===== src/rtl/tnn_pkg.sv =====
// Shared definitions for the streaming ternary classifier: FSM states,
// accumulator/score width helpers and the default layer-2 sparsity pattern.
package tnn_pkg;

  typedef enum logic [1:0] {IDLE, HIDDEN, CLASS, DONE} state_t;

  localparam int DEF_FEAT_CNT   = 16;
  localparam int DEF_HIDDEN_CNT = 40;
  localparam int DEF_CLASS_CNT  = 10;
  localparam int DEF_NNZ2       = 208;
  localparam int DEF_CIDX_W     = 8;
  localparam int DEF_PTR_W      = 8;

  function automatic int acc_width(input int feat_bits, input int feat_cnt);
    return feat_bits + $clog2(feat_cnt) + 1;
  endfunction

  function automatic int score_width(input int hidden_cnt);
    return $clog2(hidden_cnt + 1) + 1;
  endfunction

  // Default columns are spread evenly over the hidden layer.
  function automatic logic [DEF_NNZ2*DEF_CIDX_W-1:0] def_col_indices();
    logic [DEF_NNZ2*DEF_CIDX_W-1:0] v;
    v = '0;
    for (int p = 0; p < DEF_NNZ2; p++)
      v[p*DEF_CIDX_W +: DEF_CIDX_W] = DEF_CIDX_W'((p * 7 + 3) % DEF_HIDDEN_CNT);
    return v;
  endfunction

  function automatic logic [(DEF_CLASS_CNT+1)*DEF_PTR_W-1:0] def_row_ptrs();
    logic [(DEF_CLASS_CNT+1)*DEF_PTR_W-1:0] v;
    v = '0;
    for (int c = 0; c <= DEF_CLASS_CNT; c++)
      v[c*DEF_PTR_W +: DEF_PTR_W] = DEF_PTR_W'((c * DEF_NNZ2) / DEF_CLASS_CNT);
    return v;
  endfunction

endpackage


===== src/rtl/tnn_hidden_unit.sv =====
// One ternary hidden neuron: masked, signed sum of unsigned features,
// thresholded at zero (zero maps to +1).
module tnn_hidden_unit #(
  parameter int FEAT_CNT  = 16,
  parameter int FEAT_BITS = 4,
  parameter int ACC_W     = tnn_pkg::acc_width(FEAT_BITS, FEAT_CNT)
) (
  input  logic [FEAT_CNT*FEAT_BITS-1:0] features,
  input  logic [FEAT_CNT-1:0]           mask,
  input  logic [FEAT_CNT-1:0]           sign_bits,
  output logic                          hbit
);

  logic signed [ACC_W-1:0] acc;

  always_comb begin
    acc = '0;
    for (int f = 0; f < FEAT_CNT; f++) begin
      if (mask[f]) begin
        if (sign_bits[f]) acc = acc + ACC_W'(features[f*FEAT_BITS +: FEAT_BITS]);
        else              acc = acc - ACC_W'(features[f*FEAT_BITS +: FEAT_BITS]);
      end
    end
  end

  assign hbit = ~acc[ACC_W-1];

endmodule


===== src/rtl/seq_tnn_stream.sv =====
// Sequential ternary classifier with valid/ready streaming: dense masked layer 1
// (HID_PAR neurons per cycle) followed by CSR sparse layer 2 (one nonzero per cycle).
module seq_tnn_stream
  import tnn_pkg::*;
#(
  parameter int FEAT_CNT   = DEF_FEAT_CNT,
  parameter int FEAT_BITS  = 4,
  parameter int HIDDEN_CNT = DEF_HIDDEN_CNT,
  parameter int CLASS_CNT  = DEF_CLASS_CNT,
  parameter int HID_PAR    = 4,
  parameter int NNZ2       = DEF_NNZ2,
  parameter int CIDX_W     = DEF_CIDX_W,
  parameter int PTR_W      = DEF_PTR_W,
  parameter logic [FEAT_CNT*HIDDEN_CNT-1:0]  MASK        = {20{32'hB7E1_5163}},
  parameter logic [FEAT_CNT*HIDDEN_CNT-1:0]  SIGN1       = {20{32'h9E37_79B9}},
  parameter logic [NNZ2-1:0]                 SIGN2       = {13{16'hC3A5}},
  parameter logic [NNZ2*CIDX_W-1:0]          COL_INDICES = def_col_indices(),
  parameter logic [(CLASS_CNT+1)*PTR_W-1:0]  ROW_PTRS    = def_row_ptrs()
) (
  input  logic                          clk,
  input  logic                          rst,
  input  logic                          in_valid,
  output logic                          in_ready,
  input  logic [FEAT_CNT*FEAT_BITS-1:0] features,
  output logic                          out_valid,
  input  logic                          out_ready,
  output logic [$clog2(CLASS_CNT)-1:0]  prediction,
  output logic                          busy
);

  localparam int ACC_W    = acc_width(FEAT_BITS, FEAT_CNT);
  localparam int SCORE_W  = score_width(HIDDEN_CNT);
  localparam int PRED_W   = $clog2(CLASS_CNT);
  localparam int IDX_W    = $clog2(HIDDEN_CNT + 1);
  localparam int STEPS    = HIDDEN_CNT / HID_PAR;
  localparam int LAST_IDX = HIDDEN_CNT - HID_PAR;
  localparam logic signed [SCORE_W-1:0] SCORE_MIN = {1'b1, {(SCORE_W-1){1'b0}}};

  state_t                        state_reg;
  logic [FEAT_CNT*FEAT_BITS-1:0] feat_reg;
  logic [HIDDEN_CNT-1:0]         hid_reg;
  logic [IDX_W-1:0]              hid_idx_reg;
  logic [PTR_W-1:0]              p_reg;
  logic [PRED_W-1:0]             c_reg, best_idx_reg, prediction_reg;
  logic signed [SCORE_W-1:0]     score_reg, best_reg;
  logic                          in_ready_reg, out_valid_reg, busy_reg;
  logic [HID_PAR-1:0]            hbits;

  genvar gi;
  generate
    for (gi = 0; gi < HID_PAR; gi++) begin : g_unit
      logic [FEAT_CNT-1:0] mask_sel, sign_sel;

      // Neuron hid_idx+gi: weight rows selected from the constant tables.
      always_comb begin
        mask_sel = '0;
        sign_sel = '0;
        for (int s = 0; s < STEPS; s++) begin
          if (hid_idx_reg == IDX_W'(s * HID_PAR)) begin
            mask_sel = MASK[(s*HID_PAR + gi)*FEAT_CNT +: FEAT_CNT];
            sign_sel = SIGN1[(s*HID_PAR + gi)*FEAT_CNT +: FEAT_CNT];
          end
        end
      end

      tnn_hidden_unit #(.FEAT_CNT(FEAT_CNT), .FEAT_BITS(FEAT_BITS), .ACC_W(ACC_W)) u_unit (
        .features (feat_reg),
        .mask     (mask_sel),
        .sign_bits(sign_sel),
        .hbit     (hbits[gi])
      );
    end
  endgenerate

  logic [PTR_W-1:0]  row_end;
  logic [CIDX_W-1:0] col;
  logic              sign2_bit, hid_bit;

  always_comb begin
    row_end   = '0;
    col       = '0;
    sign2_bit = 1'b0;
    hid_bit   = 1'b0;
    for (int c = 0; c < CLASS_CNT; c++)
      if (c_reg == PRED_W'(c)) row_end = ROW_PTRS[(c+1)*PTR_W +: PTR_W];
    for (int q = 0; q < NNZ2; q++) begin
      if (p_reg == PTR_W'(q)) begin
        col       = COL_INDICES[q*CIDX_W +: CIDX_W];
        sign2_bit = SIGN2[q];
      end
    end
    for (int h = 0; h < HIDDEN_CNT; h++)
      if (col == CIDX_W'(h)) hid_bit = hid_reg[h];
  end

  always_ff @(posedge clk or posedge rst) begin
    if (rst) begin
      state_reg      <= IDLE;
      feat_reg       <= '0;
      hid_reg        <= '0;
      hid_idx_reg    <= '0;
      p_reg          <= '0;
      c_reg          <= '0;
      score_reg      <= '0;
      best_reg       <= SCORE_MIN;
      best_idx_reg   <= '0;
      prediction_reg <= '0;
      in_ready_reg   <= 1'b1;
      out_valid_reg  <= 1'b0;
      busy_reg       <= 1'b0;
    end else begin
      case (state_reg)
        IDLE: begin
          if (in_valid) begin
            feat_reg     <= features;
            hid_idx_reg  <= '0;
            state_reg    <= HIDDEN;
            in_ready_reg <= 1'b0;
            busy_reg     <= 1'b1;
          end
        end
        HIDDEN: begin
          for (int h = 0; h < HIDDEN_CNT; h++)
            if (int'(hid_idx_reg) == h - (h % HID_PAR)) hid_reg[h] <= hbits[h % HID_PAR];
          if (hid_idx_reg == IDX_W'(LAST_IDX)) begin
            state_reg    <= CLASS;
            hid_idx_reg  <= '0;
            p_reg        <= '0;
            c_reg        <= '0;
            score_reg    <= '0;
            best_reg     <= SCORE_MIN;
            best_idx_reg <= '0;
          end else begin
            hid_idx_reg <= hid_idx_reg + IDX_W'(HID_PAR);
          end
        end
        CLASS: begin
          if (p_reg == row_end) begin
            // Strict compare keeps the lowest class index on ties.
            if (score_reg > best_reg) begin
              best_reg     <= score_reg;
              best_idx_reg <= c_reg;
            end
            score_reg <= '0;
            if (c_reg == PRED_W'(CLASS_CNT - 1)) begin
              prediction_reg <= (score_reg > best_reg) ? c_reg : best_idx_reg;
              state_reg      <= DONE;
              out_valid_reg  <= 1'b1;
              busy_reg       <= 1'b0;
            end else begin
              c_reg <= c_reg + PRED_W'(1);
            end
          end else begin
            score_reg <= (sign2_bit ~^ hid_bit) ? score_reg + SCORE_W'(1) : score_reg - SCORE_W'(1);
            p_reg     <= p_reg + PTR_W'(1);
          end
        end
        DONE: begin
          if (out_ready) begin
            state_reg     <= IDLE;
            out_valid_reg <= 1'b0;
            in_ready_reg  <= 1'b1;
          end
        end
        default: state_reg <= IDLE;
      endcase
    end
  end

  assign in_ready   = in_ready_reg;
  assign out_valid  = out_valid_reg;
  assign busy       = busy_reg;
  assign prediction = prediction_reg;

endmodule

===== config.mk =====
export PLATFORM = sky130hd
export DESIGN_NAME = seq_tnn_stream
export DESIGN_NICKNAME = d
export VERILOG_FILES = /design/src/rtl/tnn_pkg.sv /design/src/rtl/tnn_hidden_unit.sv /design/src/rtl/seq_tnn_stream.sv
export SDC_FILE = /design/constraint.sdc
export NUM_CORES = 1
export LEC_CHECK = 0
export ABC_AREA = 1
export CAP_MARGIN = 5
export CORE_AREA = 2 2 196 198
export CTS_CLUSTER_DIAMETER = 30
export DETAILED_ROUTE_END_ITERATION = 7
export DIE_AREA = 0 0 198 200
export GPL_TIMING_DRIVEN = 0
export PLACE_DENSITY = 0.63
export SETUP_SLACK_MARGIN = 0.15
export SLEW_MARGIN = 20
export SYNTH_ARGS = -nofsm -noshare
export SYNTH_HDL_FRONTEND = slang
export SYNTH_SLANG_ARGS = --single-unit

===== constraint.sdc =====
create_clock -name clk -period 17.84 [get_ports clk]
set_input_delay 1.784 -clock clk [delete_from_list [all_inputs] [get_ports clk]]
set_output_delay 1.784 -clock clk [all_outputs]
set_load 0.05 [all_outputs]

Yosys cells after proc, flatten, opt, wreduce, memory -nomap -nowiden --
Cells that the tools add are included.
Cells by class: mux-type cells 608, bitwise logic cells 3, $add $sub $neg 66, reductions and logical operators 33, $lt $le $gt $ge 1, equal/unequal tests 285
Operators with widths (count):
- $mux W8 | 218
- $eq A8 B8 Y1 const B | 80
- $mux W16 | 38
- $mux W9 | 64
- $eq A8 B7 Y1 const B | 64
- $eq A8 B6 Y1 const B | 40
- $add A9 B4 Y9 | 30
- $sub A9 B4 Y9 | 30
- $eq A8 B5 Y1 const B | 32
- $mux W1 | 256
- $eq A8 B4 Y1 const B | 16
- $eq A8 B3 Y1 const B | 8
- $eq A6 B6 Y1 const B | 8
- $mux W7 | 6
- $eq A6 B5 Y1 const B | 6
- $eq A8 B2 Y1 const B | 4
- $mux W15 | 2
- $pmux W7 S2 | 2
- $reduce_and A2 Y1 | 13
- $mux W4 | 5
- $eq A6 B4 Y1 const B | 3
- $eq A4 B3 Y1 const B | 4
- $eq A8 B1 Y1 const B | 2
- $logic_not A8 Y1 | 2
- 32 further kinds | 63
Storage, ports and cells: output and inout port bits 7, bits of input ports 68, bits in registers 149

Depth between registers and ports, before layout --
depth after elaboration 254, mapped depth 244, depth with buffers taken out 244

Cells and area by module --
Synthesis repeated with hierarchy kept, for this count alone.
Unflattened totals: cell total of the unflattened synthesis 7761, area total of the unflattened synthesis 44641.6 µm²
Modules (own cells, without submodules):
- seq_tnn_stream | area each 12055.3 µm², cells an instance 2039, sequential area each 3681.0 µm², times used 1
- tnn_hidden_unit at g_unit[0].u_unit | area each 8242.9 µm², cells an instance 1447, sequential area each 0.0 µm², times used 1
- tnn_hidden_unit at g_unit[3].u_unit | area each 8227.9 µm², cells an instance 1430, sequential area each 0.0 µm², times used 1
- tnn_hidden_unit at g_unit[2].u_unit | area each 8059.0 µm², cells an instance 1427, sequential area each 0.0 µm², times used 1
- tnn_hidden_unit at g_unit[1].u_unit | area each 8056.5 µm², cells an instance 1418, sequential area each 0.0 µm², times used 1

Worst setup path after synthesis --
Ideal clock, no wire load.
path kind register to register, from register p_reg[0], to register score_reg[6], path buffers 0, arrival time 12.481 ns, slack 5.242 ns, setup time 0.117 ns, stages on the path, launching flop included 241, period minus slack after synthesis 12.598 ns, cell sequence dfrtp_1 -> inv_1 -> ha_1 -> clkinv_1 -> nor2_2 -> nand3_1 -> nand2_1 -> nand2_1 -> nand2_1 -> nand2_1 -> nand2_1 -> nand2_1 -> nand2_1 -> nand2_1 -> nand2_1 -> nand2_1 -> nand2_1 -> nand2_1 -> (+205 left out) -> nand4_1 -> nand2_1 -> nand4_1 -> nand2_1 -> nand4_2 -> nor3_2 -> nand4_1 -> nand2_1 -> nand2_1 -> nand2_1 -> inv_1 -> ha_1 -> inv_1 -> nand2_1 -> nand3_1 -> nand3_1 -> nand3_1 -> nand2_1
On the way: word-level cells in the longest chain between the ends 254, elaborated cells between the ends (all ways) 709
Ends and longest elaborated chain:
- start: declaration | line seq_tnn_stream.sv:43 | logic [PTR_W-1:0] p_reg;
- start signal: assignment | line seq_tnn_stream.sv:155 | p_reg <= p_reg + PTR_W'(1);
- $logic_not A8 Y1 | line seq_tnn_stream.sv:87 | if (p_reg == PTR_W'(q)) begin
- $mux W2 | line seq_tnn_stream.sv:87
- $mux W8 (207 in series) | line seq_tnn_stream.sv:87
- $logic_not A8 Y1 | line seq_tnn_stream.sv:93 | if (col == CIDX_W'(h)) hid_bit = hid_reg[h];
- $mux W1 (40 in series) | line seq_tnn_stream.sv:93
- $xnor A1 B1 Y1 | line seq_tnn_stream.sv:154 | score_reg <= (sign2_bit ~^ hid_bit) ? score_reg + SCORE_W'(1) : score_reg - SCORE_W'(1);
- $mux W7 | line seq_tnn_stream.sv:154
- $mux W7 (*) | line seq_tnn_stream.sv:138 | if (p_reg == row_end) begin
- $pmux W7 S2 (*) | line seq_tnn_stream.sv:112 | case (state_reg)
- end signal: assignment | line seq_tnn_stream.sv:154
- end: declaration | line seq_tnn_stream.sv:45 | logic signed [SCORE_W-1:0] score_reg, best_reg;
Mark *: on every way between the ends. The rest lies on a longest branch, timed or not. A chain may end at the register's enable or synchronous reset.

Worst setup path in the final report --
from register p_reg[1], to register score_reg[4]
The elaborated chain is that of the path after synthesis.

==> reports/metrics.csv <==
stage,metric,value,unit
clocking,ctsHoldBuffers,0,
detailed_routing,vias,17400,
detailed_routing,post_drt_wl_per_cell,14.4,µm
die,initial_utilization,0.424,
power,p_seq_frac,0.500,
finish,diodes,0,
timing,hold_violations,0,
clocking,cts.sink_count,111,
clocking,cts-root-buf,clkbuf_16,
clocking,h-tree-depth,3,
timing,min_period_over_period,0.848,
detailed_routing,drtPass1Iterations,6,
die,fp-row-count,71,
finish,ff_latch_area,2780,µm²
finish,nFillCells,3973,
die,core,37400,µm²
status,status,completed,
synthesis,synth_edf_count,0,
finish,drive_above_1_share,0.0298,
clocking,clk_pin_slew,0.09,ns
grt,antenna_found_initial,0,
hold_path,hold_class,reg -> reg,
clocking,numCtsBuffers,9,
worst_setup_path,critical_path_class,reg -> reg,
detailed_routing,ant_nets,0,
die,io_pins,75,
synthesis,syn_avg_cell_area,5.79,µm²
synthesis,yosysUniqueCellTypes,52,
power,peakVddDrop,0.0000481,V
synthesis,synth-seq-cells,111,
grt,grt_remaining_overflow,0,
timing,period_needed,15.13,ns
placement,io_buffer_count,58,
worst_setup_path,setup.worst_path.end_class,flip-flop,
grt,grtUsageMet2,0.407,
timing,timing.fmax,66.1,MHz
synthesis,syn_inst,2742,
worst_setup_path,cp.arrival,15.46,ns
grt,grt_use_met3,0.0175,
synthesis,yosysWarnings,0,
synthesis,syn_area,15900,µm²
worst_setup_path,crit_family,compound AO/OA/AOI/OAI gates,
synthesis,yosys.area.top_type,dfrtp_1,
worst_setup_path,cp_max_fo,9,
power,cellLeakagePower,8.98,nW
clocking,clkLatencyLatePin,0.39,ns
synthesis,netlist.area_leader.share,0.172,
worst_setup_path,max_stage_delay,0.57,ns
power,internal-power,0.000380,W
clocking,cts_resized,0,
power,p_per_area,28.8,nW/µm²
timing,slew_headroom,0.399,
detailed_routing,route.detailed.drc,0,
power,combinationalPowerShare,0.043,
timing,skew,0.0127,ns
job,cap_violations,0,
finish,largest_reg_flops,48,
die,dieHeight,200,µm
grt,grt_max_degree,58,
grt,grt_pass1_wl,77900,µm
power,clkPwrFrac,0.457,
placement,globalplace.congestion,0.911,
placement,placed_cells,3314,
detailed_routing,viasPerCell,5.24,
timing,drv_slew,0,
die,dieWidth,198,µm
die,die_area,39600,µm²
worst_setup_path,slowest_stage,clkinv_1,
clocking,cts_buffer_depth,2,
timing,tns,0,ns
power,p_total,0.000504,W
grt,gr-usage-met1,0.333,
grt,grt_pass1_vias,16100,
finish,finalNonFillerCells,3330,
finish,multi_input_area,11000,µm²
detailed_routing,drt_iter0_markers,1179,
detailed_routing,wirelength,48000,µm
synthesis,synth_area_leaders,"dfrtp_1 (17%), nand2_1 (14%), ha_1 (12%)",
finish,nets,3049,
worst_setup_path,cpMostUsedCell,nand2_1,
placement,dp_hpwl,37600,µm
power,p_sw_frac,0.246,
grt,track_usage,0.245,
clocking,post_cts_buffers,0,
worst_setup_path,critPathBufInv,8,
synthesis,synth-async-reset-ratio,1.00,
power,p_sw,0.000124,W
synthesis,yosysSeqAreaShare,0.175,
timing,setup_viol,0,
finish,syn2layout_area_growth,9.99,%
synthesis,synth_flop_cell,dfrtp_1,
worst_setup_path,start_kind,flip-flop,
timing,rsz0062_at_grt,false,
worst_setup_path,cp_data_required_time,18.17,ns
timing,fin_hold_ws,0.496,ns
grt,busiest_layer,met2,
clocking,tritoncts,built,
timing,tightest_slew,0.902,ns
## final timing paths
kind                       depth (start not counted)     startpoint  slack (ns)             to
hold / removal                                     1  prediction[2]        0.50  prediction[2]
hold reg to reg                                    1  prediction[2]        0.50  prediction[2]
max in group asynchronous                          3            rst       15.34   feat_reg[22]
setup reg to reg                                 120       p_reg[1]        2.71   score_reg[4]
setup / recovery                                 120       p_reg[1]        2.71   score_reg[4]
min in group asynchronous                          2            rst        1.83   score_reg[2]
## kinds of logic (layout without fill, tap and decap cells)
| logic type | after synthesis | after routing | synth area share |
|---|---|---|---|
| multiplexers | 7 | 7 | 0.00497 |
| adder cells (fa/ha/maj) | 167 | 167 | 0.138 |
| AND/OR/NAND/NOR | 1387 | 1387 | 0.365 |
| other | 1 | 3 | 0.000236 |
| XOR/XNOR | 32 | 32 | 0.0177 |
| buffers and inverters | 561 | 636 | 0.134 |
| AO/OA/AOI/OAI | 476 | 476 | 0.165 |
| flip-flops | 111 | 111 | 0.175 |
## power groups by stage
stage | logic [W] | registers [W] | clock network (W)
after floorplan | 0.00000546 | 0.000258 | 0
after global placement | 0.0000207 | 0.000257 | 0
after detailed placement | 0.0000217 | 0.000257 | 0
after CTS | 0.0000219 | 0.000252 | 0.000237
after global routing | 0.0000235 | 0.000252 | 0.000246
final | 0.0000214 | 0.000252 | 0.000230
## synth_stat cells, types with 3 or more instances
library cell,n
a21o_1,5
nor3b_1,3
o21a_1,5
nor2_1,498
a21boi_0,5
nand3_2,4
clkinv_1,8
o21ai_1,5
o211ai_1,17
fa_1,14
inv_1,480
nand2_1,575
a31oi_1,31
xnor2_1,9
ha_1,153
nand3_1,173
nor2_2,9
buf_1,7
a21oi_1,155
nand4_1,39
nor4_1,12
o31ai_1,12
o22ai_1,6
or2_2,3
clkbuf_1,44
dfrtp_1,109
nand2_2,6
mux2_2,7
xor2_1,23
inv_2,18
nor2_4,4
nor3_1,50
o21ai_0,213
o311ai_0,11
nand2_4,4
## metrics by stage
| step | setup slack, ns | area [µm²] | utilization |
|---|---|---|---|
| after detailed placement | 2.96 | 17100 | 0.458 |
| after global routing | 0.562 | 17500 | 0.467 |
| after CTS | 2.87 | 17500 | 0.467 |
| final | 2.71 | 17500 | 0.467 |
| after global placement | 3.03 | 17100 | 0.457 |
| after floorplan | 5.24 | 15900 | - |
## area by class of cell
class / count / share of cell area
Clock inverter: 6 / 0.00480
Multi-Input combinational cell: 2072 / 0.629
Buffer: 54 / 0.0125
Timing Repair Buffer: 59 / 0.0348
Sequential cell: 111 / 0.159
Inverter: 507 / 0.109
Clock buffer: 10 / 0.0137
Tap cell: 511 / 0.0366
## cells in the final DEF, fill, tap and decap left out, types with 5 or more instances in the layout
cell type | netlist | layout
clkbuf_16 | 0 | 9
o21a_1 | 5 | 5
clkinv_1 | 8 | 8
fa_1 | 14 | 14
nand2_1 | 575 | 575
a31oi_1 | 31 | 31
xnor2_1 | 9 | 9
o22ai_1 | 6 | 6
o311ai_0 | 11 | 11
nor2_2 | 9 | 9
o31ai_1 | 12 | 12
nor4_1 | 12 | 12
xor2_1 | 23 | 23
clkdlybuf4s50_1 | 0 | 58
a21oi_1 | 155 | 155
inv_2 | 18 | 18
o211ai_1 | 17 | 17
mux2_2 | 7 | 7
nor2_1 | 498 | 498
ha_1 | 153 | 153
nand3_1 | 173 | 173
buf_1 | 7 | 7
a21o_1 | 5 | 5
nand2_2 | 6 | 6
nor3_1 | 50 | 50
inv_1 | 480 | 479
o21ai_0 | 213 | 213
dfrtp_1 | 109 | 109
nand4_1 | 39 | 39
clkbuf_1 | 44 | 44
a21boi_0 | 5 | 5
## layer usage
metal	vias to the layer above	part of all wire	wire length [µm]
met1	7965	0.48	22900
met2	424	0.45	21600
met4	0	0.032	1510
met3	86	0.041	1980
met5	-	0	0
li1	8958	-	-
Note: power is estimated with default switching activity, not from simulation.
